`config.mk`:
```
export PLATFORM = sky130hd
export DESIGN_NAME = wb_commit_queue
export DESIGN_NICKNAME = d
export VERILOG_FILES = /design/src/rtl/wb_pkg.sv /design/src/rtl/wb_store_fifo.sv /design/src/rtl/wb_commit_queue.sv
export SDC_FILE = /design/constraint.sdc
export NUM_CORES = 2
export LEC_CHECK = 0
export ABC_AREA = 1
export CAP_MARGIN = 10
export CORE_MARGIN = 2
export CORE_UTILIZATION = 54
export DETAILED_ROUTE_END_ITERATION = 10
export GPL_ROUTABILITY_DRIVEN = 0
export PLACE_DENSITY = 0.82
export SLEW_MARGIN = 10
export SYNTH_ARGS = -nofsm -noshare
export SYNTH_HDL_FRONTEND = slang
export SYNTH_SLANG_ARGS = --single-unit
```
`constraint.sdc`:
```
create_clock -name clk -period 8.2 [get_ports clk]
set_input_delay 0.82 -clock clk [delete_from_list [all_inputs] [get_ports clk]]
set_output_delay 0.82 -clock clk [all_outputs]
set_load 0.03 [all_outputs]
```
`src/rtl/wb_pkg.sv`:
```
// ---------------------------------------------------------------------------
// wb_pkg
// Shared definitions for the writeback commit block and its store queue:
//   - operand size encodings (SZ_1B .. SZ_8B)
//   - EIP and register-index widths
//   - store-entry record {addr, data, size} at the default channel widths
//   - popcount helper used to size a multi-channel enqueue
// ---------------------------------------------------------------------------
package wb_pkg;

  localparam logic [1:0] SZ_1B = 2'b00;
  localparam logic [1:0] SZ_2B = 2'b01;
  localparam logic [1:0] SZ_4B = 2'b10;
  localparam logic [1:0] SZ_8B = 2'b11;

  localparam int EIP_W    = 32;
  localparam int REGIDX_W = 3;

  localparam int ENTRY_ADDR_W = 32;
  localparam int ENTRY_DATA_W = 64;

  typedef struct packed {
    logic [ENTRY_ADDR_W-1:0] addr;
    logic [ENTRY_DATA_W-1:0] data;
    logic [1:0]              size;
  } store_entry_t;

  // Callers zero-extend their mask into 32 bits; NUM_CH is far below that.
  function automatic int unsigned popcount(input logic [31:0] v);
    int unsigned n;
    n = 0;
    for (int i = 0; i < 32; i++) begin
      n = n + int'(v[i]);
    end
    return n;
  endfunction

endpackage

```
`src/rtl/wb_store_fifo.sv`:
```
// ---------------------------------------------------------------------------
// wb_store_fifo
// Circular store buffer accepting up to NUM_CH entries per cycle and
// releasing one per cycle.
//   clk, rst     clock, synchronous active-high reset (pointers/count only)
//   i_wr_en      enqueue the masked channels this cycle
//   i_wr_mask    which channels carry an entry
//   i_wr_addr    NUM_CH packed addresses
//   i_wr_data    NUM_CH packed data words
//   i_wr_size    size shared by every entry of this enqueue
//   i_rd_en      consumer takes the head entry (ignored when empty)
//   o_valid      head entry present
//   o_addr/o_data/o_size  head entry, zero while empty
//   o_count      occupied entries
//   o_free       DEPTH - o_count
// ---------------------------------------------------------------------------
module wb_store_fifo
  import wb_pkg::*;
#(
  parameter int NUM_CH = 4,
  parameter int DATA_W = 64,
  parameter int ADDR_W = 32,
  parameter int DEPTH  = 4
) (
  input  logic                         clk,
  input  logic                         rst,
  input  logic                         i_wr_en,
  input  logic [NUM_CH-1:0]            i_wr_mask,
  input  logic [NUM_CH*ADDR_W-1:0]     i_wr_addr,
  input  logic [NUM_CH*DATA_W-1:0]     i_wr_data,
  input  logic [1:0]                   i_wr_size,
  input  logic                         i_rd_en,
  output logic                         o_valid,
  output logic [ADDR_W-1:0]            o_addr,
  output logic [DATA_W-1:0]            o_data,
  output logic [1:0]                   o_size,
  output logic [$clog2(DEPTH+1)-1:0]   o_count,
  output logic [$clog2(DEPTH+1)-1:0]   o_free
);

  localparam int PTR_W = (DEPTH > 1) ? $clog2(DEPTH) : 1;
  localparam int CNT_W = $clog2(DEPTH+1);

  typedef struct packed {
    logic [ADDR_W-1:0] addr;
    logic [DATA_W-1:0] data;
    logic [1:0]        size;
  } entry_t;

  entry_t             r_mem [DEPTH];
  logic [PTR_W-1:0]   r_head;
  logic [PTR_W-1:0]   r_tail;
  logic [CNT_W-1:0]   r_count;

  logic [PTR_W-1:0]   w_slot [NUM_CH];
  logic [CNT_W-1:0]   w_n_wr;
  logic [CNT_W-1:0]   w_cnt_add;
  logic [CNT_W-1:0]   w_cnt_sub;
  logic               w_rd;
  entry_t             w_head;

  // Compaction: each masked channel lands at tail + (number of masked
  // channels below it). DEPTH is a power of two, so pointer overflow is the
  // wrap.
  always_comb begin
    w_n_wr = '0;
    for (int i = 0; i < NUM_CH; i++) begin
      w_slot[i] = r_tail + w_n_wr[PTR_W-1:0];
      if (i_wr_mask[i]) begin
        w_n_wr = w_n_wr + CNT_W'(1);
      end
    end
  end

  assign o_valid   = (r_count != '0);
  assign w_rd      = i_rd_en & o_valid;
  assign w_cnt_add = i_wr_en ? w_n_wr : '0;
  assign w_cnt_sub = CNT_W'(w_rd);

  // Storage carries no reset; emptiness is tracked by the count alone.
  always_ff @(posedge clk) begin
    for (int i = 0; i < NUM_CH; i++) begin
      if (i_wr_en && i_wr_mask[i]) begin
        r_mem[w_slot[i]] <= '{addr: i_wr_addr[i*ADDR_W +: ADDR_W],
                               data: i_wr_data[i*DATA_W +: DATA_W],
                               size: i_wr_size};
      end
    end
  end

  always_ff @(posedge clk) begin
    if (rst) begin
      r_head  <= '0;
      r_tail  <= '0;
      r_count <= '0;
    end else begin
      if (i_wr_en) begin
        r_tail <= r_tail + w_n_wr[PTR_W-1:0];
      end
      if (w_rd) begin
        r_head <= r_head + PTR_W'(1);
      end
      r_count <= r_count + w_cnt_add - w_cnt_sub;
    end
  end

  // Head is forced to zero while empty so stale slots never reach the port.
  assign w_head  = o_valid ? r_mem[r_head] : '0;
  assign o_addr  = w_head.addr;
  assign o_data  = w_head.data;
  assign o_size  = w_head.size;
  assign o_count = r_count;
  assign o_free  = CNT_W'(DEPTH) - r_count;

endmodule

```
`src/rtl/wb_commit_queue.sv`:
```
// ---------------------------------------------------------------------------
// wb_commit_queue
// Writeback commit stage: decides whether the WB instruction commits, fans
// out GPR write enables, queues all of its memory writes into a store queue
// draining one entry per cycle, keeps a sticky halt latch and a shift
// register of recently committed EIPs.
//   clk, rst              clock, synchronous active-high reset
//   valid_in, ie_in       WB instruction valid / carries interrupt-exception
//   halt_op, eip_in       HLT marker and EIP of the WB instruction
//   ch_data/ch_dest       per-channel result and destination (packed)
//   ch_is_reg/ch_is_mem   per-channel target class
//   ch_wb, ch_size        per-channel write enable, shared operand size
//   mq_ready              memory write port takes the head entry
//   commit, stall         commit decision / hold WB latch
//   reg_ld, reg_addr      per-channel GPR load and index (ch_dest[2:0])
//   mq_valid/addr/data/size/count  store queue head and occupancy
//   halted                sticky halt
//   eip_hist              committed EIPs, slot 0 newest
// ---------------------------------------------------------------------------
module wb_commit_queue
  import wb_pkg::*;
#(
  parameter int NUM_CH   = 4,
  parameter int DATA_W   = 64,
  parameter int ADDR_W   = 32,
  parameter int MQ_DEPTH = 4,
  parameter int EIP_HIST = 3
) (
  input  logic                            clk,
  input  logic                            rst,
  input  logic                            valid_in,
  input  logic                            ie_in,
  input  logic                            halt_op,
  input  logic [EIP_W-1:0]                eip_in,
  input  logic [NUM_CH*DATA_W-1:0]        ch_data,
  input  logic [NUM_CH*ADDR_W-1:0]        ch_dest,
  input  logic [NUM_CH-1:0]               ch_is_reg,
  input  logic [NUM_CH-1:0]               ch_is_mem,
  input  logic [NUM_CH-1:0]               ch_wb,
  input  logic [1:0]                      ch_size,
  input  logic                            mq_ready,
  output logic                            commit,
  output logic                            stall,
  output logic [NUM_CH-1:0]               reg_ld,
  output logic [NUM_CH*REGIDX_W-1:0]      reg_addr,
  output logic                            mq_valid,
  output logic [ADDR_W-1:0]               mq_addr,
  output logic [DATA_W-1:0]               mq_data,
  output logic [1:0]                      mq_size,
  output logic [$clog2(MQ_DEPTH+1)-1:0]   mq_count,
  output logic                            halted,
  output logic [EIP_HIST*EIP_W-1:0]       eip_hist
);

  localparam int CNT_W = $clog2(MQ_DEPTH+1);
  localparam int NCH_W = $clog2(NUM_CH+1);

  logic [NUM_CH-1:0] w_mem_req;
  logic [NCH_W-1:0]  w_n_mem;
  logic [CNT_W-1:0]  w_free;
  logic [CNT_W-1:0]  w_count;
  logic              w_act;
  logic              w_no_room;
  logic              w_stall;
  logic              w_commit;

  logic              r_halted;
  logic [EIP_W-1:0]  r_eip [EIP_HIST];

  assign w_mem_req = ch_is_mem & ch_wb;
  assign w_n_mem   = NCH_W'(popcount(32'(w_mem_req)));

  // Room is judged on the registered count only: a dequeue in this same
  // cycle does not make space for this instruction.
  assign w_act     = valid_in & ~ie_in;
  assign w_no_room = (32'(w_n_mem) > 32'(w_free));
  assign w_stall   = w_act & (r_halted | w_no_room);
  assign w_commit  = w_act & ~w_stall;

  assign commit = w_commit;
  assign stall  = w_stall;
  assign reg_ld = {NUM_CH{w_commit}} & ch_is_reg & ch_wb;

  for (genvar gi = 0; gi < NUM_CH; gi++) begin : g_reg_addr
    assign reg_addr[gi*REGIDX_W +: REGIDX_W] = ch_dest[gi*ADDR_W +: REGIDX_W];
  end

  wb_store_fifo #(
    .NUM_CH (NUM_CH),
    .DATA_W (DATA_W),
    .ADDR_W (ADDR_W),
    .DEPTH  (MQ_DEPTH)
  ) u_store_fifo (
    .clk       (clk),
    .rst       (rst),
    .i_wr_en   (w_commit),
    .i_wr_mask (w_mem_req),
    .i_wr_addr (ch_dest),
    .i_wr_data (ch_data),
    .i_wr_size (ch_size),
    .i_rd_en   (mq_ready),
    .o_valid   (mq_valid),
    .o_addr    (mq_addr),
    .o_data    (mq_data),
    .o_size    (mq_size),
    .o_count   (w_count),
    .o_free    (w_free)
  );

  assign mq_count = w_count;

  // Halt only clears on reset; it does not stop the queue from draining.
  always_ff @(posedge clk) begin
    if (rst) begin
      r_halted <= 1'b0;
    end else if (w_commit && halt_op) begin
      r_halted <= 1'b1;
    end
  end

  assign halted = r_halted;

  always_ff @(posedge clk) begin
    if (rst) begin
      for (int k = 0; k < EIP_HIST; k++) begin
        r_eip[k] <= '0;
      end
    end else if (w_commit) begin
      for (int k = EIP_HIST-1; k > 0; k--) begin
        r_eip[k] <= r_eip[k-1];
      end
      r_eip[0] <= eip_in;
    end
  end

  for (genvar gk = 0; gk < EIP_HIST; gk++) begin : g_eip_hist
    assign eip_hist[gk*EIP_W +: EIP_W] = r_eip[gk];
  end

endmodule

```
==> metrics.txt <==
Slew Viols, Final=0; WL met3=~26000 um; residual DRC count=0; Area after DPL=41640 um^2; clk slew on worst S/H paths=60 ps; Slew HR=about an eighth; Comb pwr share=about 43%; VDD IR max=201.3 uV; CTS Buffer Depth=3; area of the multi-input gates=around 17000 um^2; asr flop ratio synth=0%; register area=14860 um^2; EDFF count, synth=roughly 490; CTS H-Tree Depth=2; M1 WL=49390 um; critical path type=primary input to flip-flop; Worst-Skew Late Latency=650 ps; FF-to-FF End=u_store_fifo.r_mem[3][90]; Worst Path Max Fanout=65; Commonest cells post-synth=2237 x nand2_1, 512 x inv_1, 510 x nor2_1; first-pass GRT wire length=223000 um; IO Port Bufs=652; Design Area, Final=43520 um^2; Area contributors post-synth=edfxtp_1 42%, nand2_1 24%, nand3_1 7.1%; Worst Hold Path Cells=1; via count=40300; Tmin final=5872 ps; total power=approximately 10 mW; antenna violations before repair=37; Remaining Overflow, GRT=0; PwrDens=237.6 nW/um^2; register area share after synthesis=42.24%; WL met2=65410 um; IO Count=653; utilization after layout=between 60 and 70%; DP Wirelength=84360 um; Main synth FF type=edfxtp_1; setup_tns=0 ps; worst reg-to-reg path cell count=15; Routed WL=150800 um; Avg Inst Size Synth=6.629 um^2; Fin. Hold Viols=0; RSZ-0062 raised after global routing=false; top-count cell post-synth=nand2_1; ANT nets after route=0; Die H=259.2 um; clk_skew=around 25 ps; Core Box Area=64460 um^2; placed cell count=6471; Worst R2R Setup Slack=3410 ps; Post-CTS Setup Inserts=0; Final Setup Violations=0; CTS buffer count=55; post-CTS sizing=0; pre-CTS setup slack=1959 ps; Hold Startpoint=u_store_fifo.r_head[0]; Max Cap Viol=0; # rows=93; Final Non-Filler Cells=6598; cts hold-fix bufs=0; fraction of layout cells with a size suffix above 1=3.078%; via count of the first global-routing pass=37970; Int Power=6.026 mW; Area Growth Syn to Fin=23.75%; Static Leakage=19.84 nW; power share of the sequential group=32.2%; status=finished, final reports clean; die footprint=67180 um^2; Clock power frac=25.2%; Least-Margin Pin Slew=1311 ps; Setup WS post-layout=approximately 2300 ps; Clock Sinks=498; Synth Instances=~5300; Final nets=6126; CTS tree=yes; startpoint types=primary input; Hold Path Class=flip-flop to flip-flop; Tcrit/Tclk final=71.61%; Critical Path End Type=flip-flop; post-synth cell types=29; switching fraction of total power=around two fifths; Root Buffer Master=clkbuf_16; Worst EP required=8710 ps; Switching Power=between 4 and 5 mW; largest net degree at the start of global routing=192; Hold WS=487.7 ps; Iter 0 DRT Violations=6979; area share of the largest cell type after synthesis=roughly two fifths; DRT Pass-1 Iters=9; WP data arrival=6380 ps; synthesized cell area=35170 um^2; GRT Overall Usage=43.37%; Max Used Layer=met5; Die Span X=259.2 um; Net Count, Synth=5758; number of synthesized register bits=498; WL/cell=22.85 um; effective utilization at floorplan=54.55%; Fmax achieved=0.1703 GHz; FILL cells=5441; synthesis warning total=0; post-synth top area cell=edfxtp_1; R2R Path Start=u_store_fifo.o_count[0]; via/cell ratio=6.108
-- power by group through the flow --
stage | Sequential (mW) | Combinational [mW] | Clock [mW]
floorplan | 3.55 | 2.22 | 0
global placement | 3.36 | 4.21 | 0
detailed placement | 3.37 | 4.26 | 0
CTS | 3.32 | 4.28 | 2.58
global route | 3.35 | 4.58 | 2.68
finish | 3.33 | 4.40 | 2.61
-- flip-flops by register name (all words and copies together), names as in the netlist, named ones only --
signal                cells
r_eip                    96
u_store_fifo.r_mem      392
u_store_fifo.r_tail       2
u_store_fifo.o_count      3
halted                    1
u_store_fifo.r_head       2
-- layout make-up --
cell class                 count  area share, %
multi-input combinational   3893          38.46
timing repair buffer         705          16.08
tap                          855          2.458
clock buffer                  66          3.258
antenna                       25         0.1438
inverter                     520          4.520
sequential                   498          34.15
clock inverter                36         0.9229
-- worst max-delay path by stage --
stage                            start                   endpoint  slack [ps]  depth (start not counted)
after floorplan           ch_is_mem[1]   u_store_fifo.r_mem[1][0]         870                         18
after global placement        ch_wb[1]  u_store_fifo.r_mem[2][42]        2150                         20
after detailed placement      ch_wb[1]  u_store_fifo.r_mem[2][36]        1960                         20
after CTS                     ch_wb[1]  u_store_fifo.r_mem[2][41]        2570                         20
after global routing          ch_wb[1]  u_store_fifo.r_mem[2][30]        2120                         20
final                         ch_wb[1]  u_store_fifo.r_mem[3][90]        2330                         19
-- worst max-delay path, cell delays in order --
cell             delay (ps)
clkdlybuf4s50_1         500
nand2_1                 150
ha_1                    420
inv_1                   110
xor2_1                  170
ha_1                    200
ha_1                    310
ha_1                    290
nand3_1                  80
nand2_1                  60
nand2_2                 100
nand3_2                 310
nor2_4                  390
buf_4                   550
nand3_4                 640
buf_4                   730
nand3_1                 270
nand2_1                  90
nand2_1                  70
-- cell families (layout without fill, tap and decap cells) --
kind of cell,Yosys count,in the layout,synth area share [%]
adders and majority gates,17,17,0.6262
and+or+nand+nor,3467,3467,40.48
buffers and inverters,914,1327,10.73
DFF,498,498,42.24
AOI/OAI and AO/OA,401,401,5.718
other,0,25,0
xor gates and xnor gates,8,8,0.1993
-- cells in the final DEF, fill, tap and decap left out, types with 2 or more instances in the layout --
| master | count |
|---|---|
| a21oi_1 | 199 |
| buf_12 | 6 |
| buf_4 | 47 |
| bufinv_16 | 8 |
| clkbuf_1 | 11 |
| clkbuf_16 | 55 |
| clkdlybuf4s50_1 | 652 |
| clkinv_1 | 15 |
| clkinv_2 | 9 |
| clkinv_8 | 2 |
| dfxtp_1 | 8 |
| dfxtp_4 | 2 |
| diode_2 | 25 |
| edfxtp_1 | 488 |
| ha_1 | 14 |
| ha_4 | 2 |
| inv_1 | 511 |
| inv_2 | 3 |
| inv_4 | 6 |
| nand2_1 | 2231 |
| nand2_2 | 5 |
| nand2_4 | 4 |
| nand2_8 | 3 |
| nand3_1 | 497 |
| nand3_4 | 7 |
| nand4_1 | 194 |
| nor2_1 | 507 |
| nor2_2 | 3 |
| nor2_4 | 9 |
| o21ai_0 | 200 |
| or2_1 | 3 |
| xnor2_1 | 2 |
| xor2_1 | 6 |
-- metal layers --
metal | vias up | global-route usage, %
met5 | - | 0
met4 | 24 | 25.94
met3 | 853 | 13.87
met2 | 3844 | 66.09
met1 | 17910 | 53.91
li1 | 17670 | -
Note: power is estimated with default switching activity, not from simulation.
